## config.mk

```make
export PLATFORM = sky130hd
export DESIGN_NAME = matrix_op_sequencer
export DESIGN_NICKNAME = d
export VERILOG_FILES = /design/src/rtl/matrix_pkg.sv /design/src/rtl/matrix_op_sequencer_elem_counter.sv /design/src/rtl/matrix_op_sequencer.sv
export SDC_FILE = /design/constraint.sdc
export NUM_CORES = 1
export LEC_CHECK = 0
export ABC_CLOCK_PERIOD_IN_PS = 2700
export CAP_MARGIN = 20
export CORE_MARGIN = 2
export CORE_UTILIZATION = 45
export DETAILED_ROUTE_END_ITERATION = 10
export MAX_ROUTING_LAYER = met4
export PLACE_DENSITY = 0.76
export SETUP_SLACK_MARGIN = 0.5
export SYNTH_ARGS = -nofsm -noshare
export SYNTH_HDL_FRONTEND = slang
export SYNTH_SLANG_ARGS = --single-unit
```

## constraint.sdc

```tcl
create_clock -name clk -period 2.7 [get_ports clk]
set_input_delay 0.54 -clock clk [delete_from_list [all_inputs] [get_ports clk]]
set_output_delay 0.54 -clock clk [all_outputs]
set_load 0.005 [all_outputs]
```

## src/rtl/matrix_pkg.sv

```systemverilog
// Shared types and constants for the matrix calculator control path.
package matrix_pkg;

  typedef enum logic [2:0] {
    LOAD_A  = 3'd0,
    WAIT_OP = 3'd1,
    LOAD_B  = 3'd2,
    RUN     = 3'd3,
    SHOW    = 3'd4,
    FAULT   = 3'd5
  } state_t;

  localparam logic [2:0] OP_ADD = 3'b001;
  localparam logic [2:0] OP_SUB = 3'b010;

  localparam int unsigned DEF_W       = 8;
  localparam int unsigned DEF_ELEMS   = 4;
  localparam int unsigned DEF_TIMEOUT = 15;

  // Opcodes the ALU can execute; anything else is a keypad error.
  function automatic logic op_supported(input logic [2:0] op);
    return (op == OP_ADD) || (op == OP_SUB);
  endfunction

endpackage

```

## src/rtl/matrix_op_sequencer_elem_counter.sv

```systemverilog
// Element index shared by the A and B load phases; wraps after ELEMS-1.
module elem_counter
  import matrix_pkg::*;
#(
  parameter int unsigned ELEMS = DEF_ELEMS,
  localparam int unsigned AW = $clog2(ELEMS)
) (
  input  logic          clk,
  input  logic          nrst,
  input  logic          clear,
  input  logic          inc,
  output logic [AW-1:0] idx,
  output logic          last
);

  logic [AW-1:0] idx_d;

  // Next index: clear wins over increment, increment wraps on the last element.
  always_comb begin
    idx_d = idx;
    if (clear) begin
      idx_d = '0;
    end else if (inc) begin
      idx_d = last ? '0 : AW'(idx + AW'(1));
    end
  end

  // last is kept as a register alongside idx so it is glitch-free.
  always_ff @(posedge clk or negedge nrst) begin
    if (!nrst) begin
      idx  <= '0;
      last <= 1'(ELEMS == 1);
    end else begin
      idx  <= idx_d;
      last <= (idx_d == AW'(ELEMS - 1));
    end
  end

endmodule

```

## src/rtl/matrix_op_sequencer.sv

```systemverilog
// Control FSM for the matrix calculator: loads A and B, launches the ALU,
// supervises completion with a timeout and holds the result for display.
module matrix_op_sequencer
  import matrix_pkg::*;
#(
  parameter int unsigned W       = DEF_W,
  parameter int unsigned ELEMS   = DEF_ELEMS,
  parameter int unsigned TIMEOUT = DEF_TIMEOUT,
  localparam int unsigned AW = $clog2(ELEMS)
) (
  input  logic          clk,
  input  logic          nrst,
  input  logic [2:0]    op_code,
  input  logic          is_op,
  input  logic          is_enter,
  input  logic          num_valid,
  input  logic [W-1:0]  num_val,
  input  logic          alu_done,
  output logic          wr_en,
  output logic          wr_sel,
  output logic [AW-1:0] wr_addr,
  output logic [W-1:0]  wr_data,
  output logic          alu_start,
  output logic [2:0]    alu_op,
  output logic          result_valid,
  output logic          busy,
  output logic          err,
  output logic [2:0]    state
);

  localparam int unsigned CW = $clog2(TIMEOUT + 1);

  state_t        state_q, state_d;
  logic [CW-1:0] cnt_q, cnt_d;
  logic          wr_en_d, wr_sel_d, alu_start_d, result_valid_d, busy_d, err_d;
  logic [AW-1:0] wr_addr_d;
  logic [W-1:0]  wr_data_d;
  logic [2:0]    alu_op_d;
  logic          idx_clear_c, idx_inc_c, idx_last;
  logic [AW-1:0] idx;

  elem_counter #(.ELEMS(ELEMS)) u_elem_counter (
    .clk   (clk),
    .nrst  (nrst),
    .clear (idx_clear_c),
    .inc   (idx_inc_c),
    .idx   (idx),
    .last  (idx_last)
  );

  assign state = state_q;

  // Next-state and next-output logic.
  always_comb begin
    state_d     = state_q;
    cnt_d       = cnt_q;
    wr_en_d     = 1'b0;
    wr_sel_d    = wr_sel;
    wr_addr_d   = wr_addr;
    wr_data_d   = wr_data;
    alu_start_d = 1'b0;
    alu_op_d    = alu_op;
    err_d       = 1'b0;
    idx_clear_c = 1'b0;
    idx_inc_c   = 1'b0;

    case (state_q)
      LOAD_A, LOAD_B: begin
        if (is_enter) begin
          state_d     = LOAD_A;
          idx_clear_c = 1'b1;
          alu_op_d    = 3'b000;
        end else begin
          if (is_op) err_d = 1'b1;
          if (num_valid) begin
            wr_en_d   = 1'b1;
            wr_sel_d  = (state_q == LOAD_B);
            wr_addr_d = idx;
            wr_data_d = num_val;
            idx_inc_c = 1'b1;
            if (idx_last) begin
              if (state_q == LOAD_A) begin
                state_d = WAIT_OP;
              end else begin
                // Start coincides with the final B write.
                state_d     = RUN;
                cnt_d       = '0;
                alu_start_d = 1'b1;
              end
            end
          end
        end
      end
      WAIT_OP: begin
        if (is_enter) begin
          state_d     = LOAD_A;
          idx_clear_c = 1'b1;
          alu_op_d    = 3'b000;
        end else if (is_op) begin
          if (op_supported(op_code)) begin
            alu_op_d = op_code;
            state_d  = LOAD_B;
          end else begin
            err_d = 1'b1;
          end
        end
      end
      RUN: begin
        // cnt_q == 0 marks the start cycle, where alu_done is not trusted.
        if ((cnt_q != '0) && alu_done) begin
          state_d = SHOW;
        end else if (cnt_q == CW'(TIMEOUT - 1)) begin
          state_d = FAULT;
          err_d   = 1'b1;
        end else begin
          cnt_d = CW'(cnt_q + CW'(1));
        end
      end
      SHOW: begin
        if (is_enter || is_op) begin
          state_d     = LOAD_A;
          idx_clear_c = 1'b1;
          alu_op_d    = 3'b000;
        end
      end
      FAULT: begin
        if (is_enter) begin
          state_d     = LOAD_A;
          idx_clear_c = 1'b1;
          alu_op_d    = 3'b000;
        end
      end
      default: begin
        state_d     = LOAD_A;
        idx_clear_c = 1'b1;
        alu_op_d    = 3'b000;
      end
    endcase

    result_valid_d = (state_d == SHOW);
    busy_d         = (state_d == RUN);
  end

  // State and registered outputs.
  always_ff @(posedge clk or negedge nrst) begin
    if (!nrst) begin
      state_q      <= LOAD_A;
      cnt_q        <= '0;
      wr_en        <= 1'b0;
      wr_sel       <= 1'b0;
      wr_addr      <= '0;
      wr_data      <= '0;
      alu_start    <= 1'b0;
      alu_op       <= 3'b000;
      result_valid <= 1'b0;
      busy         <= 1'b0;
      err          <= 1'b0;
    end else begin
      state_q      <= state_d;
      cnt_q        <= cnt_d;
      wr_en        <= wr_en_d;
      wr_sel       <= wr_sel_d;
      wr_addr      <= wr_addr_d;
      wr_data      <= wr_data_d;
      alu_start    <= alu_start_d;
      alu_op       <= alu_op_d;
      result_valid <= result_valid_d;
      busy         <= busy_d;
      err          <= err_d;
    end
  end

endmodule

```

==> flow_metrics.env <==
export IMPL_drt_iter0_markers=52
export IMPL_critPathRequiredTime_ns=2.95
export IMPL_clockBufferDepth=2
export IMPL_num_vias=1164
export IMPL_fin_crit_ns=2.130
export IMPL_status="completed"
export IMPL_tightest_slew_ns=0.3909
export IMPL_finalPower_uw=869.9
export IMPL_grt_pass1_vias=1129
export IMPL_fp_coreArea_sq_um=2978
export IMPL_num_nets_final=211
export IMPL_synth_cells=143
export IMPL_async_flop_share=1.000
export IMPL_grt_max_degree=30
export IMPL_synth_cell_types=32
export IMPL_utilization=0.6454
export IMPL_cts_sinks=29
export IMPL_seq_power_share=0.549
export IMPL_fin_crit_sh=0.7889
export IMPL_internal_power_uw=642.1
export IMPL_wl_per_cell_um=12.90
export IMPL_arrival_ns=2.38
export IMPL_die_h_um=59.41
export IMPL_cts_tree="built"
export IMPL_slew_headroom=0.7358
export IMPL_hold_viol_final=0
export IMPL_leakagePower_uw=0.0009003
export IMPL_ios=39
export IMPL_firstDrtPassIters=4
export IMPL_synth_area_per_cell_sq_um=9.660
export IMPL_hp_class="register to register"
export IMPL_finalSetupViolations=0
export IMPL_rows=20
export IMPL_hold_depth=2
export IMPL_combPwrFrac=0.165
export IMPL_cp_start_kind="input port"
export IMPL_path_clk_slew_ns=0.09
export IMPL_crit_type="input port to register"
export IMPL_cts_buffers=5
export IMPL_syn_cell_area_sq_um=1381
export IMPL_max_clock_freq_mhz=469.5
export IMPL_final_layout_size_suffix_gt1_frac=0.1458
export IMPL_synth_seq_cells=29
export IMPL_crit_path_end_kind="register"
export IMPL_final_setup_tns_ns=0
export IMPL_synth_edf_count=0
export IMPL_final_antenna_net_count=0
export IMPL_fill_cells=240
export IMPL_maxCapViolations=0
export IMPL_die_area_sq_um=3529
export IMPL_overflow=0
export IMPL_clockPowerShare=0.286
export IMPL_ir_worst_vdd_uv=279.1
export IMPL_synth_seq_area_share=0.5254
export IMPL_start_util=0.4639
export IMPL_synth_fp_nets=163
export IMPL_drc=0
export IMPL_yosysWarnings=0
export IMPL_layout_cells_non_filler=225
export IMPL_p_sw_frac=0.2619
export IMPL_multiInputGateArea_sq_um=628.1
export IMPL_grt_usage=0.1918
export IMPL_ys_dominant_reg_cell="dfrtp_1"
export IMPL_drt_wl_total_mm=2.903
export IMPL_root_buffer="clkbuf_4"
export IMPL_clock_latency_ns=0.33
export IMPL_die_w_um=59.41
export IMPL_num_antenna_cells=0
export IMPL_critPathMaxFanout=3
export IMPL_finalClockSkew_ns=0.009949
export IMPL_post_drt_via_cell_ratio=5.173
export IMPL_timing_final_max_slew_violations=0
export IMPL_grt_pass1_wl_mm=4.843
export IMPL_ff2ff_path_depth=5
export IMPL_antenna_found_initial=0
export IMPL_switchingPower_uw=227.8
export IMPL_rsz0062_at_grt="no"
export IMPL_hpwl_mm=2.076
export IMPL_r2r_slack_ns=0.58
export IMPL_regArea_sq_um=728.2
export IMPL_ctsHtreeMaxLevel=2
export IMPL_globalplace_congestion=0.8625
export IMPL_power_density_nw_per_um2=452.7
export IMPL_area_growth_synth_to_final_pct=39.13
export IMPL_portBuffers=38
export IMPL_placed_cells=215
==> cells by family (layout without fill, tap and decap cells) <==
logic type | count (synthesis) | in the layout | share of synthesized area
compound gates | 20 | 20 | 0.1096
xor+xnor | 1 | 1 | 0.01178
fa+ha+maj | 3 | 3 | 0.02718
buf+inv | 14 | 63 | 0.04438
flops | 29 | 29 | 0.5254
mux | 3 | 3 | 0.02174
simple gates | 73 | 73 | 0.2600
==> state kept, by name (all words and copies together) (netlist names) <==
| register | cells |
|---|---|
| wr_data | 8 |
| cnt_q | 4 |
| alu_op | 3 |
| state | 3 |
| u_elem_counter.idx | 2 |
| wr_addr | 2 |
| alu_start | 1 |
| busy | 1 |
| err | 1 |
| result_valid | 1 |
| u_elem_counter.last | 1 |
| wr_en | 1 |
| wr_sel | 1 |
==> power groups by stage <==
stage	Clock (uW)	Sequential (uW)	Combinational (uW)
5_1_grt	279	481	160
3_3_place_gp	0	484	140
2_1_floorplan	0	486	49.8
4_1_cts	262	478	145
6_report	249	477	143
3_5_place_dp	0	486	144
==> routing by layer <==
metal | part of all wire | global-route usage
met1 | 0.44 | 0.2228
met2 | 0.47 | 0.3108
met3 | 0.069 | 0.06114
met4 | 0.016 | 0.06818
met5 | 0 | -
==> cell usage after synthesis (2+ instances only) <==
cell type / n / area [sq um]
nand2_1: 43 / 161.4
dfrtp_1: 29 / 725.7
inv_1: 10 / 37.54
a21oi_1: 7 / 35.03
o21ai_0: 7 / 35.03
nor2_1: 6 / 22.52
and3_1: 3 / 18.77
ha_1: 3 / 37.54
mux2i_1: 3 / 30.03
nor2b_1: 3 / 18.77
or3_1: 3 / 18.77
clkbuf_1: 2 / 7.510
nand2b_1: 2 / 12.51
nand3b_1: 2 / 15.01
nor3_1: 2 / 10.01
nor4b_1: 2 / 17.52
==> critical path, cell delays in order <==
cell and delay, ns:
clkdlybuf4s50_1 0.48, or4bb_1 0.51, a21oi_2 0.22, o32ai_4 0.11
or3_4 0.38, a21oi_2 0.15
==> layout make-up <==
cell class | count | share of cell area
multi-input combinational | 100 | 0.3268
clock buffer | 6 | 0.02148
sequential | 29 | 0.3789
timing repair buffer | 45 | 0.2266
inverter | 10 | 0.01953
tap | 33 | 0.02148
clock inverter | 2 | 0.005208
==> cell usage in the layout, fill, tap and decap left out, types with 3 or more instances in the layout <==
master and n:
clkbuf_4 5, nand2_1 43, a21oi_2 3, a21oi_1 4
o21ai_0 7, dfrtp_1 27, mux2i_1 3, nor2b_1 3
inv_1 10, and3_1 3, buf_4 7, nor2_1 6
ha_1 3, clkdlybuf4s50_1 37
==> metrics by stage <==
step	hold WS [ns]	cell area, sq um	setup WS [ns]
floorplan	0.2444	1381	0.6261
global placement	0.4563	1817	0.2490
detailed placement	0.4612	1817	0.1661
CTS	0.4835	1893	0.5088
global route	0.5105	1922	0.4913
finish	0.4775	1922	0.5699
==> final timing paths <==
check                           start         end
hold / removal             wr_addr[0]  wr_addr[0]
setup reg to reg             state[1]    cnt_q[3]
setup / recovery            num_valid    cnt_q[3]
min in group asynchronous        nrst   alu_op[1]
hold reg to reg            wr_addr[0]  wr_addr[0]
max in group asynchronous        nrst    state[2]
==> repair_timing <==
action,4_1_cts,5_1_grt
pin swaps,2,1
hold buffers,0,0
gates resized for setup,3,7
endpoints found under the setup margin,1,2
buffers inserted,1,1
cloned,0,0
(Power assumes the default switching activity.)
